==> src/rtl/regfile_pkg.sv <==
// Shared register-file definitions used by the writeback arbiter and the read-port scheduler.
package regfile_pkg;

    localparam int          ADDR_W    = 6;
    localparam int          DATA_W    = 32;
    localparam int unsigned ZERO_REG  = 32'd0;
    localparam int          SEL_IDX_W = 3;

    typedef struct packed {
        logic                 valid;
        logic [SEL_IDX_W-1:0] idx;
        logic [ADDR_W-1:0]    addr;
        logic [DATA_W-1:0]    data;
    } port_sel_t;

    function automatic logic [15:0] sat_add16(input logic [15:0] cnt, input logic [1:0] inc);
        logic [16:0] sum;
        sum = {1'b0, cnt} + {15'd0, inc};
        return sum[16] ? 16'hFFFF : sum[15:0];
    endfunction

endpackage

==> src/rtl/rr_find_first.sv <==
// Rotating priority search: first set bit of req at or after start, wrapping mod N.
module rr_find_first #(
    parameter int N     = 4,
    parameter int IDX_W = 2
) (
    input  logic [N-1:0]     req,
    input  logic [IDX_W-1:0] start,
    output logic             found,
    output logic [IDX_W-1:0] idx
);

    // Linear scan from start; the first hit wins and later hits are ignored.
    always_comb begin
        int j;
        j     = 0;
        found = 1'b0;
        idx   = {IDX_W{1'b0}};
        for (int i = 0; i < N; i++) begin
            j = ((int'(start) + i) >= N) ? (int'(start) + i - N) : (int'(start) + i);
            if (!found && req[j]) begin
                found = 1'b1;
                idx   = IDX_W'(j);
            end else begin
                found = found;
            end
        end
    end

endmodule

==> src/rtl/regfile_wb_arbiter.sv <==
// Round-robin arbiter sharing register-file write ports A/B among NUM_REQ writeback requesters.
// Optional statistics counters are enabled with `define WB_ARB_STATS_EN.
module regfile_wb_arbiter #(
    parameter int NUM_REQ = 4,
    parameter int DATA_W  = regfile_pkg::DATA_W,
    parameter int ADDR_W  = regfile_pkg::ADDR_W
) (
    input  logic                      clk,
    input  logic                      rst,
    input  logic                      wb_hold,
    input  logic [NUM_REQ-1:0]        req_valid,
    input  logic [NUM_REQ*ADDR_W-1:0] req_addr,
    input  logic [NUM_REQ*DATA_W-1:0] req_data,
    output logic [NUM_REQ-1:0]        req_ready,
    output logic                      we_a,
    output logic [ADDR_W-1:0]         addr_a,
    output logic [DATA_W-1:0]         data_a,
    output logic                      we_b,
    output logic [ADDR_W-1:0]         addr_b,
    output logic [DATA_W-1:0]         data_b,
    output logic                      wb_busy
`ifdef WB_ARB_STATS_EN
   ,output logic [15:0]               conflict_cnt,
    output logic [15:0]               grant_cnt
`endif
);
    import regfile_pkg::*;

    localparam int                IDX_W     = $clog2(NUM_REQ);
    localparam logic [ADDR_W-1:0] ZERO_ADDR = ADDR_W'(ZERO_REG);

    logic [ADDR_W-1:0]  addr_s [NUM_REQ];
    logic [DATA_W-1:0]  data_s [NUM_REQ];
    logic [NUM_REQ-1:0] nz_s;
    logic [NUM_REQ-1:0] zero_s;
    logic [NUM_REQ-1:0] conf_s;
    logic [NUM_REQ-1:0] mask_b_s;
    logic [NUM_REQ-1:0] a_oh_s;
    logic [NUM_REQ-1:0] b_oh_s;
    logic               a_found_s;
    logic               b_found_s;
    logic [IDX_W-1:0]   a_idx_s;
    logic [IDX_W-1:0]   b_idx_s;
    logic [ADDR_W-1:0]  a_addr_s;
    logic               skip_s;
    logic               gnt_a_s;
    logic               gnt_b_s;
    logic [IDX_W-1:0]   rr_ptr_r;
    logic [IDX_W-1:0]   ptr_nxt_s;

    function automatic logic [IDX_W-1:0] inc_wrap(input logic [IDX_W-1:0] i);
        if (i == IDX_W'(NUM_REQ - 1)) begin
            return {IDX_W{1'b0}};
        end else begin
            return i + IDX_W'(1);
        end
    endfunction

    // Unpack requester lanes and split them into zero-register and real writes.
    always_comb begin
        for (int i = 0; i < NUM_REQ; i++) begin
            addr_s[i] = req_addr[i*ADDR_W +: ADDR_W];
            data_s[i] = req_data[i*DATA_W +: DATA_W];
            nz_s[i]   = req_valid[i] && (addr_s[i] != ZERO_ADDR);
            zero_s[i] = req_valid[i] && (addr_s[i] == ZERO_ADDR);
        end
    end

    rr_find_first #(.N(NUM_REQ), .IDX_W(IDX_W)) u_find_a (
        .req   (nz_s),
        .start (rr_ptr_r),
        .found (a_found_s),
        .idx   (a_idx_s)
    );

    assign a_addr_s = addr_s[a_idx_s];

    // Anything aiming at port A's register (A itself included) is kept off port B.
    always_comb begin
        a_oh_s = {NUM_REQ{1'b0}};
        if (a_found_s) begin
            a_oh_s[a_idx_s] = 1'b1;
        end else begin
            a_oh_s = {NUM_REQ{1'b0}};
        end
        for (int i = 0; i < NUM_REQ; i++) begin
            conf_s[i] = a_found_s && nz_s[i] && (addr_s[i] == a_addr_s);
        end
        mask_b_s = nz_s & ~conf_s;
        skip_s   = |(conf_s & ~a_oh_s);
    end

    rr_find_first #(.N(NUM_REQ), .IDX_W(IDX_W)) u_find_b (
        .req   (mask_b_s),
        .start (rr_ptr_r),
        .found (b_found_s),
        .idx   (b_idx_s)
    );

    // Grants, handshake and next round-robin pointer.
    always_comb begin
        b_oh_s = {NUM_REQ{1'b0}};
        if (b_found_s) begin
            b_oh_s[b_idx_s] = 1'b1;
        end else begin
            b_oh_s = {NUM_REQ{1'b0}};
        end
        gnt_a_s = a_found_s && !wb_hold;
        gnt_b_s = b_found_s && !wb_hold;
        if (rst || wb_hold) begin
            req_ready = {NUM_REQ{1'b0}};
        end else begin
            req_ready = zero_s | a_oh_s | b_oh_s;
        end
        if (gnt_b_s) begin
            ptr_nxt_s = inc_wrap(b_idx_s);
        end else if (gnt_a_s) begin
            ptr_nxt_s = inc_wrap(a_idx_s);
        end else begin
            ptr_nxt_s = rr_ptr_r;
        end
    end

    // Registered write-port drive; address/data hold when a port is idle.
    always_ff @(posedge clk or posedge rst) begin
        if (rst) begin
            we_a     <= 1'b0;
            addr_a   <= {ADDR_W{1'b0}};
            data_a   <= {DATA_W{1'b0}};
            we_b     <= 1'b0;
            addr_b   <= {ADDR_W{1'b0}};
            data_b   <= {DATA_W{1'b0}};
            rr_ptr_r <= {IDX_W{1'b0}};
        end else begin
            we_a     <= gnt_a_s;
            we_b     <= gnt_b_s;
            rr_ptr_r <= ptr_nxt_s;
            if (gnt_a_s) begin
                addr_a <= a_addr_s;
                data_a <= data_s[a_idx_s];
            end
            if (gnt_b_s) begin
                addr_b <= addr_s[b_idx_s];
                data_b <= data_s[b_idx_s];
            end
        end
    end

    assign wb_busy = we_a | we_b;

`ifdef WB_ARB_STATS_EN
    logic [1:0] gnt_num_s;
    assign gnt_num_s = {1'b0, gnt_a_s} + {1'b0, gnt_b_s};

    // Saturating statistics counters.
    always_ff @(posedge clk or posedge rst) begin
        if (rst) begin
            conflict_cnt <= 16'd0;
            grant_cnt    <= 16'd0;
        end else begin
            conflict_cnt <= sat_add16(conflict_cnt, {1'b0, skip_s && !wb_hold});
            grant_cnt    <= sat_add16(grant_cnt, gnt_num_s);
        end
    end
`endif

endmodule

==> config.mk <==
export PLATFORM = sky130hd
export DESIGN_NAME = regfile_wb_arbiter
export DESIGN_NICKNAME = d
export VERILOG_FILES = /design/src/rtl/regfile_pkg.sv /design/src/rtl/rr_find_first.sv /design/src/rtl/regfile_wb_arbiter.sv
export SDC_FILE = /design/constraint.sdc
export NUM_CORES = 1
export LEC_CHECK = 0
export ABC_CLOCK_PERIOD_IN_PS = 4400
export CORE_ASPECT_RATIO = 2
export CORE_MARGIN = 3
export CORE_UTILIZATION = 42
export DETAILED_ROUTE_END_ITERATION = 6
export GPL_TIMING_DRIVEN = 0
export PLACE_DENSITY = 0.79
export SYNTH_ARGS = -nofsm -noshare
export SYNTH_HDL_FRONTEND = slang
export SYNTH_SLANG_ARGS = --single-unit
export TNS_END_PERCENT = 10
==> constraint.sdc <==
create_clock -name clk -period 4.4 [get_ports clk]
set_input_delay 0.44 -clock clk [delete_from_list [all_inputs] [get_ports clk]]
set_output_delay 0.44 -clock clk [all_outputs]
set_load 0.05 [all_outputs]
==> results of run 1 <==
## worst max-delay path, stage by stage
cell	delay, ns
clkbuf_16	0.12
or4_4	0.59
o31a_1	0.38
buf_4	0.17
o211ai_4	0.32
nand3_2	0.14
and2_4	0.18
xnor2_2	0.12
or4_4	0.58
buf_4	0.16
a22oi_2	0.20
o21ai_2	0.11
a22oi_2	0.20
inv_2	0.10
ha_4	0.16
a222oi_1	0.42
nor3_4	0.05
buf_6	0.18
## kinds of logic after synthesis
| group | synth area share (%) |
|---|---|
| flops | 29.4 |
| xor+xnor | 2.83 |
| fa+ha+maj | 1.47 |
| buf+inv | 7.10 |
| simple gates | 27.5 |
| mux | 12.2 |
| compound gates | 19.5 |
## worst paths after layout
| check | cells past startpoint | start | end | slack [ns] |
|---|---|---|---|---|
| min in group asynchronous | 2 | rst | addr_a[4]$_DFFE_PP0P_ | 0.78 |
| worst max-delay path | 18 | req_addr[9] | req_ready[2] | -0.65 |
| worst min-delay path | 2 | data_a[27]$_DFFE_PP0P_ | data_a[27]$_DFFE_PP0P_ | 0.48 |
| worst min register to register | 2 | data_a[27]$_DFFE_PP0P_ | data_a[27]$_DFFE_PP0P_ | 0.48 |
| worst max register to register | 16 | rr_ptr_r[1]$_DFFE_PP0P_ | data_b[13]$_DFFE_PP0P_ | 0.22 |
| max in group asynchronous | 3 | rst | addr_a[3]$_DFFE_PP0P_ | 3.01 |
## final cells by class
cell class	instances	area [µm²]	area share (%)
Buffer	77	444	4.24
Clock buffer	10	229	2.19
Clock inverter	6	83.8	0.801
Inverter	16	67.6	0.645
Multi-Input combinational cell	714	4690	44.8
Sequential cell	80	2000	19.1
Tap cell	201	251	2.40
Timing Repair Buffer	275	2710	25.8
## report_power, final
group | switching, mW | internal (mW) | leakage, nW
clock network | 0.313 | 0.495 | 0.156
registers | 0.231 | 1.08 | 0.974
logic | 3.43 | 2.06 | 3.40
## metrics by stage
step	hold slack [ns]	cell area (µm²)	cells	total power [mW]	setup slack (ns)
6_report	0.480	10500	1379	7.61	-0.654
5_1_grt	0.504	10500	1379	7.97	-0.712
4_1_cts	0.483	10300	1366	7.48	-0.545
3_5_place_dp	0.470	9430	1317	6.29	-2.15
3_3_place_gp	0.461	9400	1316	6.23	-2.18
2_1_floorplan	0.597	6890	889	4.63	-0.410
## routing by layer
metal	vias to the layer above	share of wire, %	global-route usage [%]
met5	-	0	0
met4	0	8.4	24.3
met3	157	7.3	6.32
met2	516	51	59.0
met1	3874	33	36.2
li1	3731	-	-
## registers in the layout, summed over array words and instances, names as in the netlist
signal,count
addr_b,6
data_a,32
rr_ptr_r,2
addr_a,6
we_a,1
we_b,1
data_b,32
## synth_stat cells, drive strengths merged, types with 15 or more instances
master / n
buf: 46
dfrtp: 80
nor2: 22
nand3: 80
clkbuf: 32
inv: 16
nor3: 15
o21ai: 52
mux2i: 82
nor2b: 20
nand2: 263
o221ai: 41
## cell usage in the layout, fill, tap and decap left out, types with 14 or more instances in the layout
cell type	count
buf_2	14
buf_4	58
clkbuf_1	29
clkdlybuf4s50_1	217
dfrtp_1	80
mux2i_1	79
nand2_1	262
nand3_1	77
nor2_1	18
nor2b_1	20
o21ai_0	48
o221ai_1	40
## what timing repair did
action                     CTS  global route
resized for setup          102            21
setup endpoints to repair   46             9
pin swaps                   33            22
setup buffers               34            13
cloned                       1             0
==> out/qor.yml, run 1 <==
cts:
  cts_root_buffer: "clkbuf_16"
  htreeDepth: 3
  numCtsBuffers: 9
  ctsHoldBuffers: 0
  path_clk_slew_ns: 0.06
  clock_latency_ns: 0.34
  cts_tree: "done"
  cts_sinks: 80
  clk_path_buf_depth: 2
timing:
  rsz0062_at_grt: "true"
  period_needed_ns: 5.05
  final.setup.tns_ns: -2.46
  slew_violations: 0
  hold_viol: 0
  worst_pin_slew_ns: 0.746
  fmax_ghz: 0.198
  finalSetupViolations: 4
  fin_crit_sh_pct: 115
  setup_ws_ns: -0.654
  fin_worst_skew_ns: 0.00417
  max-slew-margin-rel_pct: 50.2
yosys:
  syn_inst: 889
  yosys_warnings: 0
  synth-seq-area-share_pct: 29.4
  netlist_area_um2: 6820
  synth_top_area_cell: "dfrtp_1"
  synth_area_per_cell_um2: 7.67
  synth_flop_cell: "dfrtp_1"
  ys_seq_elements: 80
  synth.area.top_cells: "dfrtp_1, nand2_1, mux2i_1"
  synth_cell_types: 72
  async_flop_share_pct: 100
  synth-edff-count: 0
  synth_top_area_share_pct: 29.4
  syn-num-nets: 1056
placed_design:
  gp_congestion: 0.975
  io_buffers: 226
  place_hpwl_um: 22400
power_and_ir_drop:
  powerDensity_nw_per_um2: 727
  irDropWorstVdd_v: 0.000434
  leakage_nw: 4.53
floorplan:
  io_pins: 242
  row_count: 65
  die_x_um: 96.1
  initial_core_util_pct: 43.0
  core_um2: 15900
  design.die.area_um2: 17900
  fp.dieH_um: 186
route:
  vias_per_cell: 6.00
  route.detailed.drc: 0
  first_pass_iters: 7
  wire_per_inst_um: 22.1
  drtIter0Drc: 680
  wirelength_um: 30400
  via_count: 8278
  ant_nets: 0
finish:
  drive_gt1_share_pct: 14.3
  post-route-util_pct: 66.0
  area_delta_synth_final_pct: 53.5
  fillers: 1333
  num_antenna_cells: 0
  nets: 1340
worst_hold_path:
  hold_class: "flip-flop to flip-flop"
outcome:
  status: "finished with violations"
  violations: "negative setup slack"
global_route:
  grt-ovfl-total: 0
  grt_pass1_wl_um: 46200
  grt_pass1_vias: 8311
  grt_max_degree: 45
  grt_usage_pct: 34.1
  antenna_found_initial: 0
critical_path:
  worst-path-max-fanout: 8
  crit_path_start_kind: "input pin"
  crit_type: "input pin to output port"
  critPathArrivalTime_ns: 4.61
  required_ns: 3.96
  endpoint_kind: "output port"
run:
  cap_viol_max_count: 0
No activity file was read; power rests on OpenSTA's default activity.
==> run 2, diff against run 1 <==
ABC_AREA = 1   (was not set)
CTS_CLUSTER_DIAMETER = 50   (was not set)
PLACE_DENSITY = 0.78   (was 0.79)
==> run 2 against run 1 <==
The flow still finishes with violations (negative setup slack); fmax grew 7.5%; utilization rose by 6.2 points; sequential share of layout area decreased by 2.2 points; sequential cell count is the same; setup slack gained 0.35 ns; hold slack got worse by 0.018 ns; synthesized cell count up 36%; synthesized area rose by 3.8%; critical path depth rose by 9; via count up 23%.
==> out/qor.yml, run 2 <==
floorplan:
  core_um2: 16400  # +3.6%
  die_x_um: 97.8  # +1.8%
  design.die.area_um2: 18500  # +3.6%
  row_count: 66  # +1.5%
  initial_core_util_pct: 43.1  # +0.073 points
  fp.dieH_um: 190  # +1.8%
  io_pins: 242  # unchanged
placed_design:
  gp_congestion: 1.02  # +4.7%
  io_buffers: 241  # +6.6%
  placed_area_um2: 9780  # +3.6%
  place_hpwl_um: 27200  # +21%
cts:
  numCtsBuffers: 9  # unchanged
  cts_sinks: 80  # unchanged
  clock_latency_ns: 0.35  # about the same
  clk_path_buf_depth: 2  # unchanged
  cts_tree: "done"
  cts_root_buffer: "clkbuf_16"
  path_clk_slew_ns: 0.06  # about the same
  htreeDepth: 3  # unchanged
timing:
  worst_pin_slew_ns: 0.977  # +0.231 ns
  fmax_ghz: 0.213  # +7.5%
  setup_ws_ns: -0.302  # +0.352 ns
  finalSetupViolations: 6  # +2
  max-slew-margin-rel_pct: 34.9  # -15 points
  fin_crit_sh_pct: 107  # -8.0 points
  fin_worst_skew_ns: 0.00367  # -0.000499 ns
  period_needed_ns: 4.70  # -0.352 ns
  final.setup.tns_ns: -1.03  # +1.43 ns
  rsz0062_at_grt: "true"
  hold_viol: 0  # unchanged
  slew_violations: 0  # unchanged
outcome:
  status: "finished with violations"
  violations: "negative setup slack"
run:
  cap_viol_max_count: 0  # unchanged
global_route:
  grt_pass1_wl_um: 55600  # +20%
  grt_pass1_vias: 9970  # +20%
  grt_usage_pct: 38.9  # +4.8 points
  antenna_found_initial: 2  # +2
  grt_max_degree: 50  # +11%
  grt-ovfl-total: 0  # unchanged
critical_path:
  reg2reg_depth: 25  # +9
  worst-path-max-fanout: 8  # unchanged
  regToRegStartpoint: "rr_ptr_r[1]$_DFFE_PP0P_"
  cp_common_cell: "nand2_4"
  timing.rr.end: "rr_ptr_r[1]$_DFFE_PP0P_"
  required_ns: 3.96  # about the same
  endpoint_kind: "output port"
  cp_num_buf_inv: 8  # +3
  path_delay_family: "simple AND/OR/NAND/NOR gates"
  worst-path-stages: 27  # +9
  critPathMaxStageDelay_ns: 0.43  # -0.16 ns
  critPathArrivalTime_ns: 4.26  # -0.35 ns
  regToRegSetupSlack_ns: -0.01  # -0.23 ns
  crit_type: "flip-flop to output port"
  crit_path_top_delay_cell: "dfrtp_2"
  crit_path_start_kind: "flip-flop"
yosys:
  synth_top_area_cell: "dfrtp_1"
  yosys-top-cells-count: "nand2_1, nand3_1, inv_1, dfrtp_1, a21oi_1"
  synth.area.top_cells: "dfrtp_1, nand2_1, nand3_1"
  synth.most_common_cell: "nand2_1"
  synth_flop_cell: "dfrtp_1"
  syn-num-nets: 1372  # +30%
  synth-edff-count: 0  # unchanged
  synth-seq-area-share_pct: 28.3  # -1.1 points
  async_flop_share_pct: 100  # unchanged
  netlist_area_um2: 7080  # +3.8%
  yosys_warnings: 0  # unchanged
  syn_inst: 1205  # +36%
  synth_cell_types: 30  # -58%
  synth_top_area_share_pct: 28.3  # -1.1 points
  ys_seq_elements: 80  # unchanged
  synth_area_per_cell_um2: 5.87  # -23%
worst_hold_path:
  hold_class: "input pin to asynchronous set/reset pin"
finish:
  final_cell_mix: "nand2_1, clkdlybuf4s50_1, nand3_1, inv_1, buf_4"
  area_delta_synth_final_pct: 67.7
  finish.instance_area_um2: 11900  # +13%
  layout_commonest_cell: "nand2_1"
  fillers: 1372  # +2.9%
  reg_top3: "data_a (32), data_b (32)"
  drive_gt1_share_pct: 21.9  # +7.6 points
  nets: 1713  # +28%
route:
  route.detailed.drc: 0  # unchanged
  ant_nets: 0  # unchanged
  wire_per_inst_um: 21.6  # -2.0%
  wirelength_um: 38000  # +25%
  first_pass_iters: 6  # -1
  drtIter0Drc: 844  # +24%
  via_count: 10200  # +23%
  vias_per_cell: 5.80  # -3.3%
-- run 2: worst max path at each step --
stage | start | slack, ns | end
3_5_place_dp | req_addr[21] | -2.05 | req_ready[1]
3_3_place_gp | req_addr[21] | -2.08 | req_ready[1]
6_report | rr_ptr_r[1]$_DFFE_PP0P_ | -0.30 | req_ready[3]
2_1_floorplan | req_addr[20] | 0.03 | req_ready[3]
4_1_cts | rr_ptr_r[1]$_DFFE_PP0P_ | -0.003 | req_ready[1]
5_1_grt | rr_ptr_r[0]$_DFFE_PP0P_ | -0.38 | req_ready[3]
-- run 2: layer usage --
metal	part of all wire (%)	track usage, %	vias up
li1	-	-	4567
met4	11	32.5	0
met5	0	0	-
met1	30	37.7	4630
met2	51	69.8	717
met3	8.0	7.38	274
-- run 2: cells by family after synthesis --
kind of cell | synth area share, %
AND/OR/NAND/NOR | 41.9
buffers and inverters | 14.6
AO/OA/AOI/OAI | 13.6
flip-flops | 28.3
adder cells (fa/ha/maj) | 1.41
XOR/XNOR | 0.230
-- run 2: timing repair --
action / in CTS / in global routing
pin swaps: 72 / 65
gates resized for setup: 273 / 110
cloned: 2 / 0
setup endpoints to repair: 45 / 16
buffers inserted: 63 / 26
hold buffers: 0 / 0
-- run 2: area by class of cell --
class | instances | area [µm²] | area share (%)
Timing Repair Buffer | 332 | 3150 | 26.5
Inverter | 172 | 674 | 5.68
Multi-Input combinational cell | 876 | 5010 | 42.3
Tap cell | 204 | 255 | 2.15
Clock buffer | 12 | 256 | 2.16
Buffer | 75 | 448 | 3.77
Antenna cell | 2 | 5.00 | 0.0422
Sequential cell | 80 | 2000 | 16.9
Clock inverter | 3 | 65.1 | 0.548
-- run 2: per-stage QoR --
step,hold WS [ns],instances,utilization (%),worst slack (ns)
detailed placement,0.464,1651,59.5,-2.05
CTS,0.481,1731,68.5,-0.00277
floorplan,0.659,1205,-,0.0341
global placement,0.464,1650,59.3,-2.08
finish,0.462,1756,72.2,-0.302
global route,0.500,1756,72.2,-0.384
Power of run 2 is left out: the tool's default activity adds up to more than one toggle a clock period on the data nets, which glitch-free logic cannot reach.
